**src/rtl/barrel_shift_right_logical.sv**
```systemverilog
// -----------------------------------------------------------------------------
// barrel_shift_right_logical
//
// 64-bit logical right barrel shifter for SRL/SRLI-class ALU operations.
// The operand is shifted right by the low 6 bits of the shift operand and the
// vacated MSBs are zero-filled. The shift runs through a 6-level logarithmic
// mux tree, and the result is registered, giving one cycle of latency. A
// valid flag is registered alongside the data.
//
// Handshake: in_valid qualifies data/_shift on a rising edge. out_valid is
// high for exactly the one cycle after each capture. There is no ready signal
// and no backpressure, so every accepted input yields exactly one output.
//
// Ports:
//   clk        in   1   rising-edge clock
//   rst        in   1   asynchronous, active-high reset
//   in_valid   in   1   qualifies data/_shift for capture this cycle
//   data       in   64  operand to shift
//   _shift     in   64  shift amount; only bits [5:0] are used
//   out        out  64  registered result, data >> _shift[5:0], zero-filled
//   out_valid  out  1   high the cycle after an in_valid capture
// -----------------------------------------------------------------------------
module barrel_shift_right_logical (
    input  logic        clk,
    input  logic        rst,
    input  logic        in_valid,
    input  logic [63:0] data,
    input  logic [63:0] _shift,
    output logic [63:0] out,
    output logic        out_valid
);

    // Only the low six bits select the amount. The upper bits are folded
    // into a deliberately unused net so they visibly do not reach the result.
    logic [5:0] sh;
    logic       unused_shift_hi;

    assign sh              = _shift[5:0];
    assign unused_shift_hi = ^_shift[63:6];

    // Mux tree: level k shifts right by 2^k when sh[k] is set.
    // Levels are applied in order 1, 2, 4, 8, 16, 32.
    logic [63:0] lvl0;
    logic [63:0] lvl1;
    logic [63:0] lvl2;
    logic [63:0] lvl3;
    logic [63:0] lvl4;
    logic [63:0] lvl5;
    logic [63:0] lvl6;

    assign lvl0 = data;
    assign lvl1 = sh[0] ? {1'b0,  lvl0[63:1]}  : lvl0;
    assign lvl2 = sh[1] ? {2'b0,  lvl1[63:2]}  : lvl1;
    assign lvl3 = sh[2] ? {4'b0,  lvl2[63:4]}  : lvl2;
    assign lvl4 = sh[3] ? {8'b0,  lvl3[63:8]}  : lvl3;
    assign lvl5 = sh[4] ? {16'b0, lvl4[63:16]} : lvl4;
    assign lvl6 = sh[5] ? {32'b0, lvl5[63:32]} : lvl5;

    // Output register next-state: load on a valid capture, otherwise hold.
    // The valid flag simply follows in_valid, so it drops after an idle edge.
    logic [63:0] out_d;
    logic [63:0] out_q;
    logic        out_valid_d;
    logic        out_valid_q;

    always_comb begin
        out_d       = out_q;
        out_valid_d = in_valid;
        if (in_valid) begin
            out_d = lvl6;
        end
    end

    // Reset clears both registers immediately and discards any result that
    // would have been captured on the next edge.
    always_ff @(posedge clk or posedge rst) begin
        if (rst) begin
            out_q       <= 64'h0;
            out_valid_q <= 1'b0;
        end else begin
            out_q       <= out_d;
            out_valid_q <= out_valid_d;
        end
    end

    assign out       = out_q;
    assign out_valid = out_valid_q;

endmodule

```
**config.mk**
```make
export PLATFORM = sky130hd
export DESIGN_NAME = barrel_shift_right_logical
export DESIGN_NICKNAME = d
export VERILOG_FILES = /design/src/rtl/barrel_shift_right_logical.sv
export SDC_FILE = /design/constraint.sdc
export NUM_CORES = 1
export LEC_CHECK = 0
export ABC_CLOCK_PERIOD_IN_PS = 2100
export BUFFER_PORTS_ARGS = -buffer_cell sky130_fd_sc_hd__buf_2
export CAP_MARGIN = 40
export CORE_ASPECT_RATIO = 1.1
export CORE_MARGIN = 5
export CORE_UTILIZATION = 49
export CTS_CLUSTER_SIZE = 28
export DETAILED_ROUTE_END_ITERATION = 12
export PLACE_DENSITY = 0.9
export SYNTH_ARGS = -nofsm -noshare
export SYNTH_HDL_FRONTEND = slang
export SYNTH_SLANG_ARGS = --single-unit
```
**constraint.sdc**
```tcl
create_clock -name clk -period 2.1 [get_ports clk]
set_input_delay 0.42 -clock clk [delete_from_list [all_inputs] [get_ports clk]]
set_output_delay 0.42 -clock clk [all_outputs]
set_load 0.005 [all_outputs]
```
; ---- Word level (Yosys, flattened, before mapping)
; Index checks and enable logic that the tools add are counted.
[totals]
register_bits = 65
out_inout_bits = 65
wordCells = 8
input_bits = 131
[op_classes]
n_mux = 6
[op_table]
columns = operator, n
row1 = two-way mux 64 bit, 6

; ---- Longest topological paths before layout
; Gate-level depths: netlist (run 1).
[logic_depth]
ltp_word = 6
ltp_mapped = 10

; ---- Worst setup path after synthesis (run 1)
; No wires, ideal clock.
[synth_path]
kind = input port to flip-flop
start = input _shift[0]
end = register out_q[16] (netlist: out[16])
t_required_ns = 1.974
arrival_time_ns = 2.204
cell_stages = 6
slack_ns = -0.230
cell_sequence = buf_6 > buf_6 > mux4_1 > mux4_1 > a22o_1 > a221o_1
[synth_between]
elab_chain_cells = 6
[synth_rtl]
columns = item, line
row1 = start: declaration, 28  ; input logic [63:0] _shift,
row2 = two-way mux 64 bit, 52  ; assign lvl1 = sh[0] ? {1'b0, lvl0[63:1]} : lvl0;
row3 = two-way mux 64 bit, 53  ; assign lvl2 = sh[1] ? {2'b0, lvl1[63:2]} : lvl1;
row4 = two-way mux 64 bit, 54  ; assign lvl3 = sh[2] ? {4'b0, lvl2[63:4]} : lvl2;
row5 = two-way mux 64 bit, 55  ; assign lvl4 = sh[3] ? {8'b0, lvl3[63:8]} : lvl3;
row6 = two-way mux 64 bit, 56  ; assign lvl5 = sh[4] ? {16'b0, lvl4[63:16]} : lvl4;
row7 = two-way mux 64 bit, 57  ; assign lvl6 = sh[5] ? {32'b0, lvl5[63:32]} : lvl5;
row8 = end signal: assignment, 81  ; out_q <= out_d;
row9 = end: declaration, 62  ; logic [63:0] out_q;
; No other way between the ends.
; A chain may end at the register's enable or synchronous reset.

; ---- Final worst setup path (run 1)
[layout_path]
start = input _shift[0]
end = register out_q[4] (netlist: out[4])
; Same word-level chain as after synthesis.

==> impl_metrics.env, run 1 <==
export IMPL_fmax_ghz=0.4562
export IMPL_synth_top_family_by_area="multiplexers"
export IMPL_leakagePower_nw=4.231
export IMPL_first_pass_iters=13
export IMPL_fin_skew_ns=0
export IMPL_synth_edff_count=0
export IMPL_tightest_slew_ns=0.7419
export IMPL_power_frac_comb_pct=43.2
export IMPL_path_buf_inv=2
export IMPL_critPathKind="in2reg"
export IMPL_internal_power_mw=3.492
export IMPL_max_cap_viol_count=0
export IMPL_clock_power_share_pct=28.2
export IMPL_synth_compound_area_share_pct=19.77
export IMPL_grt_overflow=0
export IMPL_clock_sinks=65
export IMPL_die_h_microns=132.5
export IMPL_avgSynthCellArea_sq_um=10.47
export IMPL_cts_root_buf="clkbuf_16"
export IMPL_ys_ff_latch=65
export IMPL_wire_per_inst_microns=25.73
export IMPL_num_vias=7816
export IMPL_clockBufferDepth=2
export IMPL_maxSlewHeadroom_pct=49.26
export IMPL_drc=1
export IMPL_final_layout_size_suffix_gt1_share_pct=50.50
export IMPL_core_sq_um=13320
export IMPL_hp_class="in2async"
export IMPL_switching_share_pct=34.13
export IMPL_clk_pin_slew_worst_paths_ns=0.05
export IMPL_hpwl_microns=20310
export IMPL_cp_cell_sequence="buf_12, mux4_2, a222oi_1, buf_4, mux2i_2, a211o_1, or3_1"
export IMPL_wirelength_microns=27910
export IMPL_arrival_ns=2.40
export IMPL_ys_flop_type="dfrtp_1"
export IMPL_power_density_nw_per_um2=570.4
export IMPL_die_width_microns=121.4
export IMPL_syn_num_nets=770
export IMPL_syn_area_sq_um=6689
export IMPL_cp_max_fo=6
export IMPL_seqPwrFrac_pct=28.6
export IMPL_synth_adder_area_share_pct=0
export IMPL_clk_latency_ns=0.33
export IMPL_worstReg2RegEnd="out[3]"
export IMPL_vias_per_cell=7.204
export IMPL_htreeDepth=3
export IMPL_cp_start_kind="primary input"
export IMPL_setup_viol=4
export IMPL_r2r_cells=4
export IMPL_synth_xor_area_share_pct=0
export IMPL_cp_top_family="compound AO/OA/AOI/OAI gates"
export IMPL_fin_nets=1028
export IMPL_violations="design-rule violations, negative setup slack"
export IMPL_fillerInstances=942
export IMPL_slowest_stage="mux4_2"
export IMPL_tritoncts_num_buffers=9
export IMPL_hold_slack_ns=0.1466
export IMPL_ff2ff_setup_slack_ns=0.83
export IMPL_yosys_area_share_simple_pct=10.74
export IMPL_ioPinCount=196
export IMPL_yosys_warnings=0
export IMPL_ant_nets=0
export IMPL_worst_ep_required_time_ns=2.31
export IMPL_synthToLayoutAreaGrowth_pct=38.96
export IMPL_synthMuxAreaShare_pct=39.24
export IMPL_std_cell_rows=44
export IMPL_grt_usage_pct=32.32
export IMPL_port_buffers=137
export IMPL_rsz0062_at_grt="yes"
export IMPL_ys_async_sr_fraction_pct=100.0
export IMPL_grt_pass1_wl_microns=40900
export IMPL_worstSetupEndpointType="flop"
export IMPL_gp_congestion=1.147
export IMPL_antenna_cells_inserted=0
export IMPL_grt_start_max_net_pins=35
export IMPL_antenna_found_initial=0
export IMPL_status="finished with violations"
export IMPL_post_place_ws_ns=-0.4894
export IMPL_finalCritPeriodShare_pct=104.4
export IMPL_final_setup_worst_slack_ns=-0.09209
export IMPL_drt_initial_drc_count=1611
export IMPL_fin_setup_tns_ns=-0.1683
export IMPL_ys_types=65
export IMPL_synthCells=639
export IMPL_finalHoldViolCount=0
export IMPL_ir_drop_uv=292.7
export IMPL_slew_viol_final=0
export IMPL_switching_power_mw=1.810
export IMPL_regToRegStartpoint="out[3]"
export IMPL_grt_pass1_vias=7316
export IMPL_ys_seq_area_share_pct=24.32
export IMPL_start_util_pct=50.21
export IMPL_min_period_ns=2.192
export IMPL_slowest_delay_ns=0.53
export IMPL_tritoncts="done"
export IMPL_dieArea_sq_um=16090
export IMPL_hold_buffers=0
-- synth_stat cells, types with 17 or more instances --
cell | instances | share of area [%]
clkbuf_1 | 29 | 1.6
o2bb2ai_1 | 21 | 2.7
o221ai_1 | 20 | 2.6
mux2_2 | 24 | 4.0
nand2_1 | 75 | 4.2
mux2i_1 | 68 | 10
o21ai_0 | 21 | 1.6
mux4_2 | 52 | 18
dfrtp_1 | 65 | 24
nor2_1 | 34 | 1.9
a21oi_1 | 17 | 1.3
mux4_1 | 17 | 6.7
-- sequential cells by signal (all words and copies together) (netlist names) --
register	count
out	64
out_valid	1
-- cells by family (layout without fill, tap and decap cells) --
family,after synthesis,count (layout)
DFF,65,65
buffers and inverters,76,338
and+or+nand+nor,160,160
muxes,165,165
AOI/OAI and AO/OA,173,173
-- area by class of cell --
type / instances / area [sq um] / share of cell area [%]
sequential: 65 / 1627 / 17.50
clock buffer: 12 / 256.5 / 2.759
multi-input combinational: 498 / 4817 / 51.82
timing repair buffer: 312 / 2283 / 24.57
inverter: 11 / 41.29 / 0.4442
tap: 184 / 230.2 / 2.477
clock inverter: 3 / 40.04 / 0.4307
-- metrics by stage --
stage / util [%] / power (mW) / area (sq um) / cells
2_1_floorplan: - / 2.595 / 6736 / 639
3_3_place_gp: 64.99 / 3.487 / 8658 / 1062
3_5_place_dp: 64.99 / 3.558 / 8658 / 1062
4_1_cts: 68.36 / 5.117 / 9107 / 1082
5_1_grt: 69.77 / 5.479 / 9295 / 1085
6_report: 69.77 / 5.302 / 9295 / 1085
-- per-layer routing --
layer	routed length (microns)	GRT usage [%]	part of all wire, %
met5	28	1.563	0.10
met4	1981	16.13	7.1
met3	3895	8.668	14
met2	12400	50.11	44
met1	9603	41.52	34
-- power by group through the flow --
stage	Combinational, mW	Sequential, mW	Clock, mW
after floorplan	1.09	1.51	0
after global placement	1.97	1.52	0
after detailed placement	2.03	1.53	0
after CTS	2.10	1.51	1.51
after global routing	2.38	1.52	1.57
final	2.29	1.51	1.50
-- cells in the final DEF (no fill, tap or decap), drive strengths merged, types with 4 or more instances in the layout --
cell type / n
o21ai: 22
o22ai: 11
inv: 11
clkbuf: 14
o2bb2ai: 21
a221oi: 4
a211o: 4
a22o: 6
nor2b: 7
o22a: 5
a222oi: 4
a22oi: 12
nand3: 10
a221o: 4
nor2: 34
nor3: 11
dfrtp: 65
mux2i: 71
nand2b: 6
o211ai: 9
a2bb2oi: 4
mux4: 69
buf: 310
a21oi: 17
nand2: 75
mux2: 25
o221ai: 20
-- worst max-delay path by stage --
stage / start / end / slack (ns) / cells past startpoint
6_report: _shift[0] / out[4] / -0.09 / 7
5_1_grt: _shift[3] / out[28] / -0.10 / 10
4_1_cts: _shift[0] / out[40] / 0.002 / 8
3_5_place_dp: _shift[0] / out[5] / -0.49 / 8
3_3_place_gp: _shift[0] / out[5] / -0.43 / 8
2_1_floorplan: _shift[0] / out[4] / -0.18 / 6
-- timing repair --
item	CTS	global route
endpoints found under the setup margin	22	29
cloned	2	2
pin swaps	2	7
setup buffers	3	1
gates resized for setup	20	34
(Power assumes the default switching activity.)
==> run 2, diff against run 1 <==
--- a/config.mk
+++ b/config.mk
@@ -14,5 +14,5 @@
 export CTS_CLUSTER_SIZE = 28
 export DETAILED_ROUTE_END_ITERATION = 12
-export PLACE_DENSITY = 0.9
+export PLACE_DENSITY = 0.81
 export SYNTH_ARGS = -nofsm -noshare
 export SYNTH_HDL_FRONTEND = slang
==> constraint.sdc (replaced) <==
create_clock -name clk -period 2.1 [get_ports clk]
set_input_delay 0.42 -clock clk [delete_from_list [all_inputs] [get_ports clk]]
set_output_delay 0.42 -clock clk [all_outputs]
set_load 0.02 [all_outputs]
==> impl_metrics.env, run 2 (synthesis gave the netlist of run 1 again) <==
export IMPL_hold_slack_ns=0.06574
export IMPL_worst_ep_required_time_ns=2.31
export IMPL_max_cap_viol_count=0
export IMPL_mostFrequentLayoutCell="buf_4"
export IMPL_critPathKind="in2reg"
export IMPL_status="finished with violations"
export IMPL_tightest_slew_ns=0.6192
export IMPL_finalHoldViolCount=0
export IMPL_grt_start_max_net_pins=49
export IMPL_clk_pin_slew_worst_paths_ns=0.06
export IMPL_final_util_pct=72.13
export IMPL_vias_per_cell=6.682
export IMPL_slew_viol_final=0
export IMPL_setup_viol=2
export IMPL_drc=0
export IMPL_fillerInstances=992
export IMPL_post_place_ws_ns=-0.5523
export IMPL_fin_skew_ns=0
export IMPL_p_total_mw=5.559
export IMPL_fmax_ghz=0.4600
export IMPL_maxSlewHeadroom_pct=58.40
export IMPL_regToRegStartpoint="out[4]"
export IMPL_clock_sinks=65
export IMPL_slowest_delay_ns=0.53
export IMPL_drt_initial_drc_count=938
export IMPL_cp_cell_sequence="buf_12, mux4_2, a222oi_1, buf_4, mux2i_4, a211o_1, or3_1"
export IMPL_min_period_ns=2.174
export IMPL_antenna_found_initial=0
export IMPL_ioPinCount=196
export IMPL_power_density_nw_per_um2=578.5
export IMPL_ff2ff_setup_slack_ns=0.86
export IMPL_grt_usage_pct=35.51
export IMPL_tritoncts_num_buffers=9
export IMPL_std_cell_rows=44
export IMPL_wire_per_inst_microns=25.61
export IMPL_ir_drop_uv=354.3
export IMPL_clk_latency_ns=0.33
export IMPL_port_buffers=137
export IMPL_cts_root_buf="clkbuf_16"
export IMPL_slowest_stage="mux4_2"
export IMPL_leakagePower_nw=4.453
export IMPL_worstSetupEndpointType="flop"
export IMPL_final_cell_mix="buf_4, buf_2, nand2_1, mux4_2, dfrtp_1"
export IMPL_die_h_microns=132.5
export IMPL_die_width_microns=121.4
export IMPL_hp_class="in2async"
export IMPL_grt_pass1_vias=7431
export IMPL_cp_max_fo=5
export IMPL_rsz0062_at_grt="yes"
export IMPL_hold_buffers=0
export IMPL_grt_pass1_wl_microns=44350
export IMPL_r2r_cells=3
export IMPL_worstReg2RegEnd="out[4]"
export IMPL_synthToLayoutAreaGrowth_pct=43.66
export IMPL_num_vias=7598
export IMPL_first_pass_iters=5
export IMPL_ant_nets=0
export IMPL_largest_register_ffs=64
export IMPL_final_setup_worst_slack_ns=-0.07401
export IMPL_htreeDepth=3
export IMPL_fin_nets=1079
export IMPL_clockBufferDepth=2
export IMPL_core_sq_um=13320
export IMPL_finalCritPeriodShare_pct=103.5
export IMPL_cp_start_kind="primary input"
export IMPL_antenna_cells_inserted=0
export IMPL_tritoncts="done"
export IMPL_violations="negative setup slack"
export IMPL_start_util_pct=50.21
export IMPL_placed_cells=1104
export IMPL_final_layout_size_suffix_gt1_share_pct=52.89
export IMPL_hpwl_microns=23120
export IMPL_dieArea_sq_um=16090
export IMPL_gp_congestion=1.058
export IMPL_grt_overflow=0
export IMPL_arrival_ns=2.38
export IMPL_wirelength_microns=29120
export IMPL_instances_no_fill=1137
run 2: cell count changes in the layout (fill, tap and decap cells not counted), sizes merged:
cell | before | now
inv | 11 | 13
clkinv | 2 | 3
clkbuf | 14 | 11
buf | 310 | 361
clkinvlp | 0 | 1
run 2: report_power, final:
group	internal, mW	leakage (nW)	total, mW	switching (mW)
Clock	0.928	0.146	1.51	0.581
Combinational	1.19	3.47	2.55	1.36
Sequential	1.40	0.840	1.50	0.102
Total	3.52	4.45	5.56	2.04
run 2: per-stage QoR:
| step | TNS (ns) | instance area, sq um |
|---|---|---|
| detailed placement | -20.47 | 8924 |
| global placement | -17.18 | 8924 |
| finish | -0.09443 | 9609 |
| floorplan | -1.425 | 6736 |
| global route | -0.2581 | 9609 |
| CTS | -0.06630 | 9359 |
run 2: per-layer routing:
metal / global-route usage (%) / up-vias / part of all wire [%] / routed length [microns]
met5: 0 / - / 0 / 0
met4: 10.46 / 0 / 3.3 / 967
met2: 57.73 / 634 / 47 / 13810
li1: - / 3205 / - / -
met3: 5.892 / 80 / 10 / 2990
met1: 48.87 / 3679 / 39 / 11350
run 2: what timing repair did:
action / CTS / global route
endpoints found under the setup margin: 38 / 31
buffers inserted: 3 / 11
gates cloned: 1 / 2
resized for setup: 26 / 29
pin swaps: 3 / 9
run 2: worst max path at each step:
stage,start,to,slack [ns],depth (start not counted)
after detailed placement,_shift[0],out[5],-0.55,9
final,_shift[0],out[4],-0.07,7
after global placement,_shift[0],out[5],-0.55,9
after CTS,_shift[0],out[4],-0.05,7
after floorplan,_shift[0],out[4],-0.18,6
after global routing,_shift[0],out[4],-0.11,7
run 2: critical path, delay by kind of cell:
| kind | cells | cell delay, ns |
|---|---|---|
| AOI/OAI and AO/OA | 2 | 0.69 |
| muxes | 2 | 0.61 |
| and+or+nand+nor | 1 | 0.34 |
| buffers and inverters | 2 | 0.32 |
run 2: cell type report:
| cell class | count | area, sq um | share of cell area [%] |
|---|---|---|---|
| clock buffers | 9 | 225.2 | 2.344 |
| well taps | 184 | 230.2 | 2.396 |
| clock inverters | 7 | 77.57 | 0.8073 |
| flip-flops and latches | 65 | 1627 | 16.93 |
| inverters | 11 | 41.29 | 0.4297 |
| repair buffers | 363 | 2600 | 27.06 |
| multi-input cells | 498 | 4808 | 50.04 |
